[src/rtl/tft_spi_pkg.sv]
// Shared definitions for the TFT SPI receive path.
// Covers the command opcodes, the decoder state type and the window-end helpers.
package tft_spi_pkg;

    localparam logic [7:0] CMD_CASET = 8'h2A;
    localparam logic [7:0] CMD_PASET = 8'h2B;
    localparam logic [7:0] CMD_RAMWR = 8'h2C;

    typedef enum logic [2:0] {
        IDLE,
        CASET,
        PASET,
        RAMWR_HI,
        RAMWR_LO
    } rx_state_t;

    // An inverted window (start > end) collapses to a single column/row at start
    function automatic logic [8:0] col_end(input logic [15:0] s, input logic [15:0] e);
        return (s > e) ? s[8:0] : e[8:0];
    endfunction

    function automatic logic [7:0] row_end(input logic [15:0] s, input logic [15:0] e);
        return (s > e) ? s[7:0] : e[7:0];
    endfunction

endpackage

[src/rtl/tft_spi_receiver_byte_shifter.sv]
// Link synchronizers, sck rising-edge detect and MSB-first byte assembly.
// Also exports the synchronized tft_reset as an active-high clear.
module spi_byte_shifter #(
    parameter int SYNC_STAGES = 2
) (
    input  logic       clk,
    input  logic       rst,
    input  logic       tft_sck,
    input  logic       tft_sdi,
    input  logic       tft_dc,
    input  logic       tft_cs,
    input  logic       tft_reset,
    output logic       byte_valid,
    output logic [7:0] byte_data,
    output logic       byte_is_data,
    output logic       link_clear
);

    // Bit order in each stage: {reset, cs, dc, sdi, sck}; idle levels keep cs and reset inactive
    localparam logic [4:0] SYNC_IDLE = 5'b11000;

    logic [4:0] link_raw;
    logic [4:0] sync_reg [SYNC_STAGES];
    logic [4:0] sync_last;

    logic       sck_s, sdi_s, dc_s, cs_s, reset_s;
    logic       sck_prev_reg;
    logic       rise_reg;
    logic       sdi_reg;
    logic       dc_reg;
    logic [2:0] bit_cnt_reg;
    logic [6:0] shift_reg;
    logic       byte_valid_reg;
    logic [7:0] byte_data_reg;
    logic       byte_is_data_reg;

    assign link_raw  = {tft_reset, tft_cs, tft_dc, tft_sdi, tft_sck};
    assign sync_last = sync_reg[SYNC_STAGES-1];
    assign sck_s     = sync_last[0];
    assign sdi_s     = sync_last[1];
    assign dc_s      = sync_last[2];
    assign cs_s      = sync_last[3];
    assign reset_s   = sync_last[4];

    always_ff @(posedge clk or negedge rst) begin
        if (!rst) begin
            for (int i = 0; i < SYNC_STAGES; i++) begin
                sync_reg[i] <= SYNC_IDLE;
            end
        end else begin
            sync_reg[0] <= link_raw;
            for (int i = 1; i < SYNC_STAGES; i++) begin
                sync_reg[i] <= sync_reg[i-1];
            end
        end
    end

    // Edge is registered together with sdi/dc so all three stay aligned
    always_ff @(posedge clk or negedge rst) begin
        if (!rst) begin
            sck_prev_reg <= 1'b0;
            rise_reg     <= 1'b0;
            sdi_reg      <= 1'b0;
            dc_reg       <= 1'b0;
        end else begin
            sck_prev_reg <= sck_s;
            rise_reg     <= sck_s & ~sck_prev_reg & ~cs_s;
            sdi_reg      <= sdi_s;
            dc_reg       <= dc_s;
        end
    end

    always_ff @(posedge clk or negedge rst) begin
        if (!rst) begin
            bit_cnt_reg      <= 3'd0;
            shift_reg        <= 7'd0;
            byte_valid_reg   <= 1'b0;
            byte_data_reg    <= 8'd0;
            byte_is_data_reg <= 1'b0;
        end else begin
            byte_valid_reg <= 1'b0;
            if (!reset_s || cs_s) begin
                bit_cnt_reg <= 3'd0;
                shift_reg   <= 7'd0;
            end else if (rise_reg) begin
                shift_reg   <= {shift_reg[5:0], sdi_reg};
                bit_cnt_reg <= bit_cnt_reg + 3'd1;
                if (bit_cnt_reg == 3'd7) begin
                    byte_valid_reg   <= 1'b1;
                    byte_data_reg    <= {shift_reg, sdi_reg};
                    byte_is_data_reg <= dc_reg;
                end
            end
        end
    end

    assign byte_valid   = byte_valid_reg;
    assign byte_data    = byte_data_reg;
    assign byte_is_data = byte_is_data_reg;
    assign link_clear   = ~reset_s;

endmodule

[src/rtl/tft_spi_receiver.sv]
// TFT SPI receive decoder: CASET/PASET window tracking and RAMWR pixel
// extraction with a raster cursor, fed by the byte shifter.
module tft_spi_receiver
    import tft_spi_pkg::*;
#(
    parameter int SYNC_STAGES = 2,
    parameter int X_MAX       = 319,
    parameter int Y_MAX       = 239
) (
    input  logic        clk,
    input  logic        rst,
    input  logic        tft_sck,
    input  logic        tft_sdi,
    input  logic        tft_dc,
    input  logic        tft_cs,
    input  logic        tft_reset,
    output logic        byte_valid,
    output logic [7:0]  byte_data,
    output logic        byte_is_data,
    output logic        pixel_valid,
    output logic [8:0]  pixel_x,
    output logic [7:0]  pixel_y,
    output logic [15:0] pixel_rgb,
    output logic        frame_done
);

    localparam logic [15:0] XE_DEFAULT = 16'(X_MAX);
    localparam logic [15:0] YE_DEFAULT = 16'(Y_MAX);

    logic       link_clear;
    logic       is_cmd;
    logic       is_data;
    logic       ramwr_start;

    rx_state_t  state_reg, state_next;
    logic [1:0] param_reg, param_next;

    logic [15:0] xs_reg, xe_reg, ys_reg, ye_reg;
    logic [8:0]  xe_eff;
    logic [7:0]  ye_eff;
    logic [8:0]  x_reg;
    logic [7:0]  y_reg;
    logic [7:0]  hi_reg;
    logic        pixel_valid_reg;
    logic        frame_done_reg;
    logic [15:0] pixel_rgb_reg;

    spi_byte_shifter #(
        .SYNC_STAGES (SYNC_STAGES)
    ) u_shifter (
        .clk          (clk),
        .rst          (rst),
        .tft_sck      (tft_sck),
        .tft_sdi      (tft_sdi),
        .tft_dc       (tft_dc),
        .tft_cs       (tft_cs),
        .tft_reset    (tft_reset),
        .byte_valid   (byte_valid),
        .byte_data    (byte_data),
        .byte_is_data (byte_is_data),
        .link_clear   (link_clear)
    );

    assign is_cmd      = byte_valid & ~byte_is_data;
    assign is_data     = byte_valid & byte_is_data;
    assign ramwr_start = is_cmd && (byte_data == CMD_RAMWR);
    assign xe_eff      = col_end(xs_reg, xe_reg);
    assign ye_eff      = row_end(ys_reg, ye_reg);

    always_ff @(posedge clk or negedge rst) begin
        if (!rst) begin
            state_reg <= IDLE;
            param_reg <= 2'd0;
        end else begin
            state_reg <= state_next;
            param_reg <= param_next;
        end
    end

    always_comb begin
        state_next = state_reg;
        param_next = param_reg;
        if (link_clear) begin
            state_next = IDLE;
            param_next = 2'd0;
        end else if (is_cmd) begin
            param_next = 2'd0;
            case (byte_data)
                CMD_CASET: state_next = CASET;
                CMD_PASET: state_next = PASET;
                CMD_RAMWR: state_next = RAMWR_HI;
                default:   state_next = IDLE;
            endcase
        end else if (is_data) begin
            case (state_reg)
                CASET, PASET: begin
                    param_next = param_reg + 2'd1;
                    if (param_reg == 2'd3) begin
                        state_next = IDLE;
                    end
                end
                RAMWR_HI: state_next = RAMWR_LO;
                RAMWR_LO: state_next = RAMWR_HI;
                default:  state_next = state_reg;
            endcase
        end
    end

    always_ff @(posedge clk or negedge rst) begin
        if (!rst) begin
            xs_reg <= 16'd0;
            xe_reg <= XE_DEFAULT;
            ys_reg <= 16'd0;
            ye_reg <= YE_DEFAULT;
        end else if (link_clear) begin
            xs_reg <= 16'd0;
            xe_reg <= XE_DEFAULT;
            ys_reg <= 16'd0;
            ye_reg <= YE_DEFAULT;
        end else if (is_data && state_reg == CASET) begin
            case (param_reg)
                2'd0:    xs_reg[15:8] <= byte_data;
                2'd1:    xs_reg[7:0]  <= byte_data;
                2'd2:    xe_reg[15:8] <= byte_data;
                default: xe_reg[7:0]  <= byte_data;
            endcase
        end else if (is_data && state_reg == PASET) begin
            case (param_reg)
                2'd0:    ys_reg[15:8] <= byte_data;
                2'd1:    ys_reg[7:0]  <= byte_data;
                2'd2:    ye_reg[15:8] <= byte_data;
                default: ye_reg[7:0]  <= byte_data;
            endcase
        end
    end

    always_ff @(posedge clk or negedge rst) begin
        if (!rst) begin
            hi_reg          <= 8'd0;
            pixel_valid_reg <= 1'b0;
            frame_done_reg  <= 1'b0;
            pixel_rgb_reg   <= 16'd0;
        end else begin
            pixel_valid_reg <= 1'b0;
            frame_done_reg  <= 1'b0;
            if (!link_clear && is_data && state_reg == RAMWR_HI) begin
                hi_reg <= byte_data;
            end
            if (!link_clear && is_data && state_reg == RAMWR_LO) begin
                pixel_valid_reg <= 1'b1;
                pixel_rgb_reg   <= {hi_reg, byte_data};
                frame_done_reg  <= (x_reg == xe_eff) && (y_reg == ye_eff);
            end
        end
    end

    // Cursor holds the current pixel's coordinate during pixel_valid, then steps
    always_ff @(posedge clk or negedge rst) begin
        if (!rst) begin
            x_reg <= 9'd0;
            y_reg <= 8'd0;
        end else if (!link_clear && ramwr_start) begin
            x_reg <= xs_reg[8:0];
            y_reg <= ys_reg[7:0];
        end else if (pixel_valid_reg) begin
            if (x_reg != xe_eff) begin
                x_reg <= x_reg + 9'd1;
            end else begin
                x_reg <= xs_reg[8:0];
                if (y_reg != ye_eff) begin
                    y_reg <= y_reg + 8'd1;
                end else begin
                    y_reg <= ys_reg[7:0];
                end
            end
        end
    end

    assign pixel_valid = pixel_valid_reg;
    assign pixel_x     = x_reg;
    assign pixel_y     = y_reg;
    assign pixel_rgb   = pixel_rgb_reg;
    assign frame_done  = frame_done_reg;

endmodule

[config.mk]
export PLATFORM = sky130hd
export DESIGN_NAME = tft_spi_receiver
export DESIGN_NICKNAME = d
export VERILOG_FILES = /design/src/rtl/tft_spi_pkg.sv /design/src/rtl/tft_spi_receiver_byte_shifter.sv /design/src/rtl/tft_spi_receiver.sv
export SDC_FILE = /design/constraint.sdc
export NUM_CORES = 1
export LEC_CHECK = 0
export CORE_MARGIN = 3
export CORE_UTILIZATION = 59
export CTS_BUF_LIST = sky130_fd_sc_hd__clkbuf_8
export DETAILED_ROUTE_END_ITERATION = 16
export PLACE_DENSITY = 0.77
export SETUP_SLACK_MARGIN = 0.02
export SLEW_MARGIN = 20
export SYNTH_ARGS = -nofsm -noshare
export SYNTH_HDL_FRONTEND = slang
export SYNTH_SLANG_ARGS = --single-unit
[constraint.sdc]
create_clock -name clk -period 3.1 [get_ports clk]
set_input_delay 0.62 -clock clk [delete_from_list [all_inputs] [get_ports clk]]
set_output_delay 0.62 -clock clk [all_outputs]
set_load 0.1 [all_outputs]
After elaboration in Yosys (flattened, before gate mapping)
Cells that the tools add are included.
- $add $sub $neg: 4
- order comparisons: 2
- equal/unequal tests: 27
- muxes and demuxes: 42
- bitwise gates (word level): 8
- reduce and logical (&&, ||, !) cells: 27
- operators with widths (operator ; number):
    $mux W16 ; 10
    $mux W8 ; 9
    $mux W9 ; 4
    $gt A16 B16 Y1 ; 2
    $eq A8 B6 Y1 const B ; 3
    $mux W3 ; 6
    $reduce_and A3 Y1 ; 6
    $ne A2 B2 Y1 const B ; 8
    $mux W7 ; 2
    $reduce_and A2 Y1 ; 6
    $add A9 B1 Y9 const B ; 1
    $eq A9 B9 Y1 ; 1
    $ne A9 B9 Y1 ; 1
    $pmux W3 S3 ; 1
    $add A8 B1 Y8 const B ; 1
    $eq A8 B8 Y1 ; 1
    $logic_and A1 B1 Y1 ; 8
    $mux W2 ; 4
    $ne A8 B8 Y1 ; 1
    $eq A3 B2 Y1 const B ; 2
    $eq A3 B3 Y1 const B ; 2
    $ne A3 B3 Y1 const B ; 2
    $pmux W2 S3 ; 1
    $mux W1 ; 5
    other kinds (15) ; 23
- flip-flop bits (word level): 146
- output and inout bits: 45
- word-level logic and storage cells: 137

Depth between registers and ports, before layout
- word-level depth: 7
- mapped depth: 12

By module
Synthesis repeated with hierarchy kept, for this count alone.
- cell total of the unflattened synthesis: 724
- area, all modules: 7230.7 um^2
- by module, submodules not included (module ; times used ; cells an instance ; area an instance (um^2)):
    tft_spi_receiver ; 1 ; 652 ; 6055.8
    spi_byte_shifter ; 1 ; 72 ; 1174.9

Worst setup path after synthesis
Ideal clock, no wire load.
- path kind: register to register
- start: register u_shifter.byte_valid_reg (netlist: u_shifter.byte_valid)
- end: register x_reg[7] (netlist: pixel_x[7])
- library setup time: 0.125 ns
- arrival: 2.779 ns
- slack: 0.196 ns
- cell stages (with the launch flop): 10
- clock period less this slack: 2.904 ns
- path through: dfrtp_1 -> nand2b_1 -> nor3_1 -> nand4b_1 -> or4_4 -> nand2_1 -> nand4_1 -> nor2_1 -> xor2_1 -> mux2_2
- cells in the longest elaborated chain, start to end: 4
- RTL lines (element ; line ; text):
    start, declared ; tft_spi_receiver_byte_shifter.sv:33 ; logic byte_valid_reg;
    start signal, assigned ; tft_spi_receiver_byte_shifter.sv:77 ; byte_valid_reg <= 1'b0;
    start signal, assigned ; tft_spi_receiver_byte_shifter.sv:81 ; byte_valid_reg <= 1'b0;
    start signal, assigned ; tft_spi_receiver_byte_shifter.sv:89 ; byte_valid_reg <= 1'b1;
    $and A1 B1 Y1 (*) ; tft_spi_receiver.sv:64 ; assign is_cmd = byte_valid & ~byte_is_data;
    $logic_and A1 B1 Y1 (*) ; tft_spi_receiver.sv:66 ; assign ramwr_start = is_cmd && (byte_data == CMD_RAMWR);
    $logic_and A1 B1 Y1 (*) ; tft_spi_receiver.sv:162 ; end else if (!link_clear && ramwr_start) begin
    $mux W9 / $reduce_bool A2 Y1 (equally long branches) ; n/a ;
    end signal, assigned ; tft_spi_receiver.sv:163 ; x_reg <= xs_reg[8:0];
    end signal, assigned ; tft_spi_receiver.sv:167 ; x_reg <= x_reg + 9'd1;
    end signal, assigned ; tft_spi_receiver.sv:169 ; x_reg <= xs_reg[8:0];
    end, declared ; tft_spi_receiver.sv:41 ; logic [8:0] x_reg;
Every way passes the cells marked *; elsewhere a longest branch is shown, timed or not.
A chain may end at the register's enable or synchronous reset.

Worst setup path in the final report
- start: register xe_reg[1]
- end: register x_reg[2] (netlist: pixel_x[2])
- cells in the longest elaborated chain, start to end: 6
- RTL lines (element ; line ; text):
    start, declared ; tft_spi_receiver.sv:38 ; logic [15:0] xs_reg, xe_reg, ys_reg, ye_reg;
    start signal, assigned ; tft_spi_receiver.sv:125 ; default: xe_reg[7:0] <= byte_data;
    $gt A16 B16 Y1 ; tft_spi_pkg.sv:19 ; return (s > e) ? s[8:0] : e[8:0];
    $mux W9 (*) ; tft_spi_pkg.sv:19 ;
    $ne A9 B9 Y1 (*) ; tft_spi_receiver.sv:166 ; if (x_reg != xe_eff) begin
    $mux W9 (*) ; tft_spi_receiver.sv:166 ;
    $mux W9 (*) ; tft_spi_receiver.sv:165 ; end else if (pixel_valid_reg) begin
    $mux W9 (*) ; tft_spi_receiver.sv:162 ;
Every way passes the cells marked *; elsewhere a longest branch is shown, timed or not. The select of a mux whose other input is x is not followed.

==> impl_metrics.ini <==
[timing]
fin_crit_sh_pct = 94.35
fmax_ghz = 0.3419
drv_slew = 0
finalHoldViolCount = 0
tns_ns = 0
skew_ns = 0.009414
worst_pin_slew_ns = 0.8908
setup_viol = 0
period_minus_slack_ns = 2.925
relSlewSlack_pct = 40.40
rsz0062_at_grt = false
finalWorstSetupSlack_ns = 0.1751

[final_layout]
fin_cells = 974
antenna_cells = 0
area_delta_synth_final_pct = 14.18
drive_gt1_share_pct = 20.47
nets = 841

[clocking]
cts_setup_buffers = 0
tritoncts = yes
clk_latency_ns = 0.45
cts_max_path_buffers = 2
postCtsResizedCells = 0
cts.sinks = 146
cts_made_buffers = 17
cts-root-buf = clkbuf_8
clkTransAtPathRegs_ns = 0.08
cts_hold_buf = 0
h-tree-depth = 4

[logic_synthesis]
async_flop_share_pct = 100.0
syn_inst = 733
ys_warn_count = 0
synth_area_leaders = dfrtp_1 (43%), ha_1 (7.0%), nand2_1 (6.6%)
yosys.cell_types.count = 61
seq_area_frac_synth_pct = 49.89
synth_top_cell_by_area = dfrtp_1
synth_edf_count = 0
yosys.area.top_type_share_pct = 43.47
syn-cell-area_sq_um = 7368
synth_ff_type = dfrtp_1
synth_fp_nets = 781
syn_area_per_cell_sq_um = 10.05
ys_ff_latch = 146

[placed_design]
routabilityCongestion = 0.9398
pre_cts_slack_ns = 0.1907
dp.cells = 942
port_buffers = 51
dp_hpwl_microns = 11740

[setup_path]
worstPathMaxFanout = 8
critPathLaunchType = register
worstPathRequired_ns = 3.43
crit_buf_inv = 1
path_class = reg -> reg
worstPathArrival_ns = 3.25
critPathCaptureType = register
critPathMaxStageDelay_ns = 0.56
path_delay_family = compound AO/OA/AOI/OAI gates
cp_slowest_cell = dfstp_2
cp_cell_sequence = inv_1 -> ha_1 -> nor2b_1 -> o211ai_1 -> a2111o_1 -> a311o_1 -> o32a_2 -> mux2i_4 -> o21ai_1 -> a21oi_1 -> o21ai_0

[drt]
drt_iter0_markers = 461
drt-total-wl_microns = 16310
vias = 5424
drc = 0
postRouteAntennaNets = 0
viasPerCell = 5.569
avgRoutedWirePerCell_microns = 16.74
firstDrtPassIters = 5

[grt]
overflow = 0
grt_max_degree = 71
grt_pass1_vias = 5357
grt_pass1_wl_microns = 27540
track_usage_pct = 24.88
antenna_found_initial = 0

[die]
placeableCoreArea_sq_um = 12110
ios = 52
start_util_pct = 60.84
dieWidth_microns = 117.8
dieArea_sq_um = 13870
rows = 40
die_height_microns = 117.8

[power_and_ir_drop]
p_per_area_nw_per_um2 = 442.1
p_leak_nw = 4.163
peakVddDrop_mv = 0.3306

[hold_path]
holdCritPathClass = in -> async

[status]
status = finished clean

[run]
max_cap_violations = 0
worst reg2reg max path, cell delays in order, from the launching register on:
cell	delay, ns
dfstp_2	0.56
inv_1	0.05
ha_1	0.28
nor2b_1	0.13
o211ai_1	0.11
a2111o_1	0.42
a311o_1	0.38
o32a_2	0.23
mux2i_4	0.28
o21ai_1	0.09
a21oi_1	0.18
o21ai_0	0.10
layout make-up:
| cell class | count | area [sq um] |
|---|---|---|
| well taps | 168 | 210.2 |
| multi-input cells | 512 | 3411 |
| clock buffers | 18 | 247.7 |
| flip-flops and latches | 146 | 3676 |
| repair buffers | 64 | 509.2 |
| fillers | 936 | 3699 |
| inverters | 52 | 195.2 |
| clock inverters | 14 | 163.9 |
per-stage QoR:
stage / hold WS, ns / utilization (%) / instance area [sq um] / power, mW
6_report: 0.1587 / 69.46 / 8413 / 3.720
5_1_grt: 0.1844 / 69.46 / 8413 / 3.873
4_1_cts: 0.1718 / 69.29 / 8392 / 3.750
3_5_place_dp: 0.3347 / 65.89 / 7980 / 2.217
3_3_place_gp: 0.3312 / 65.89 / 7980 / 2.207
2_1_floorplan: 0.3244 / - / 7368 / 2.129
path summary, 6_finish.rpt:
kind | slack [ns] | startpoint | endpoint | cells past startpoint
min reg2reg | 0.34 | u_shifter.sync_reg[6] | u_shifter.sync_last[1] | 0
min | 0.16 | rst | pixel_rgb[5] | 1
max reg2reg | 0.18 | xe_reg[1] | pixel_x[2] | 11
min in group clk | 0.34 | u_shifter.sync_reg[6] | u_shifter.sync_last[1] | 0
max | 0.18 | xe_reg[1] | pixel_x[2] | 11
max in group asynchronous | 2.16 | rst | xe_reg[4] | 2
kinds of logic (layout without fill, tap and decap cells):
kind of cell	count (synthesis)	after routing	synth area share [%]
compound gates	122	122	10.26
simple gates	257	257	16.15
fa+ha+maj	41	41	6.962
mux	54	54	8.117
xor+xnor	38	38	4.517
flops	146	146	49.89
buf+inv	75	148	4.109
where the power goes:
group,internal (mW),total [mW],switching [mW]
Clock,0.813,1.54,0.728
Combinational,0.0681,0.192,0.124
Sequential,1.96,1.99,0.0309
placed cells by master, fill, tap and decap left out, types with 4 or more instances in the layout:
cell	Yosys	layout
a21oi_1	32	32
a22oi_1	7	7
and2_1	6	6
buf_4	0	57
clkbuf_8	0	18
clkdlybuf4s50_1	0	5
clkinvlp_4	0	4
dfrtp_1	128	128
dfstp_2	18	18
ha_1	41	41
inv_1	52	54
mux2_2	36	36
mux2i_1	17	17
nand2_1	130	130
nand2b_1	4	4
nand3_1	8	8
nand4_1	11	11
nor2_1	62	62
nor3_1	6	6
nor4_1	5	5
o21ai_0	42	41
o21ai_1	8	9
o21ai_2	6	6
xnor2_1	13	13
xor2_1	25	25
per-layer routing:
metal  GRT usage (%)  part of all wire (%)
met1           35.26                    48
met3           6.151                   4.1
met5               0                     0
met4           8.352                   1.9
met2           37.80                    46
cells in the mapped netlist, types with 4 or more instances:
master / instances
nand2_1: 130
nand3_1: 8
nand4_1: 11
xnor2_1: 13
xor2_1: 25
inv_1: 52
nor2_1: 62
a22oi_1: 7
mux2i_1: 17
buf_2: 5
o21ai_1: 8
o21ai_2: 6
nand2b_1: 4
ha_1: 41
clkbuf_1: 16
mux2_2: 36
nor3_1: 6
dfstp_2: 18
a21oi_1: 32
dfrtp_1: 128
and2_1: 6
nor4_1: 5
o21ai_0: 42
Note: power is estimated with default switching activity, not from simulation.
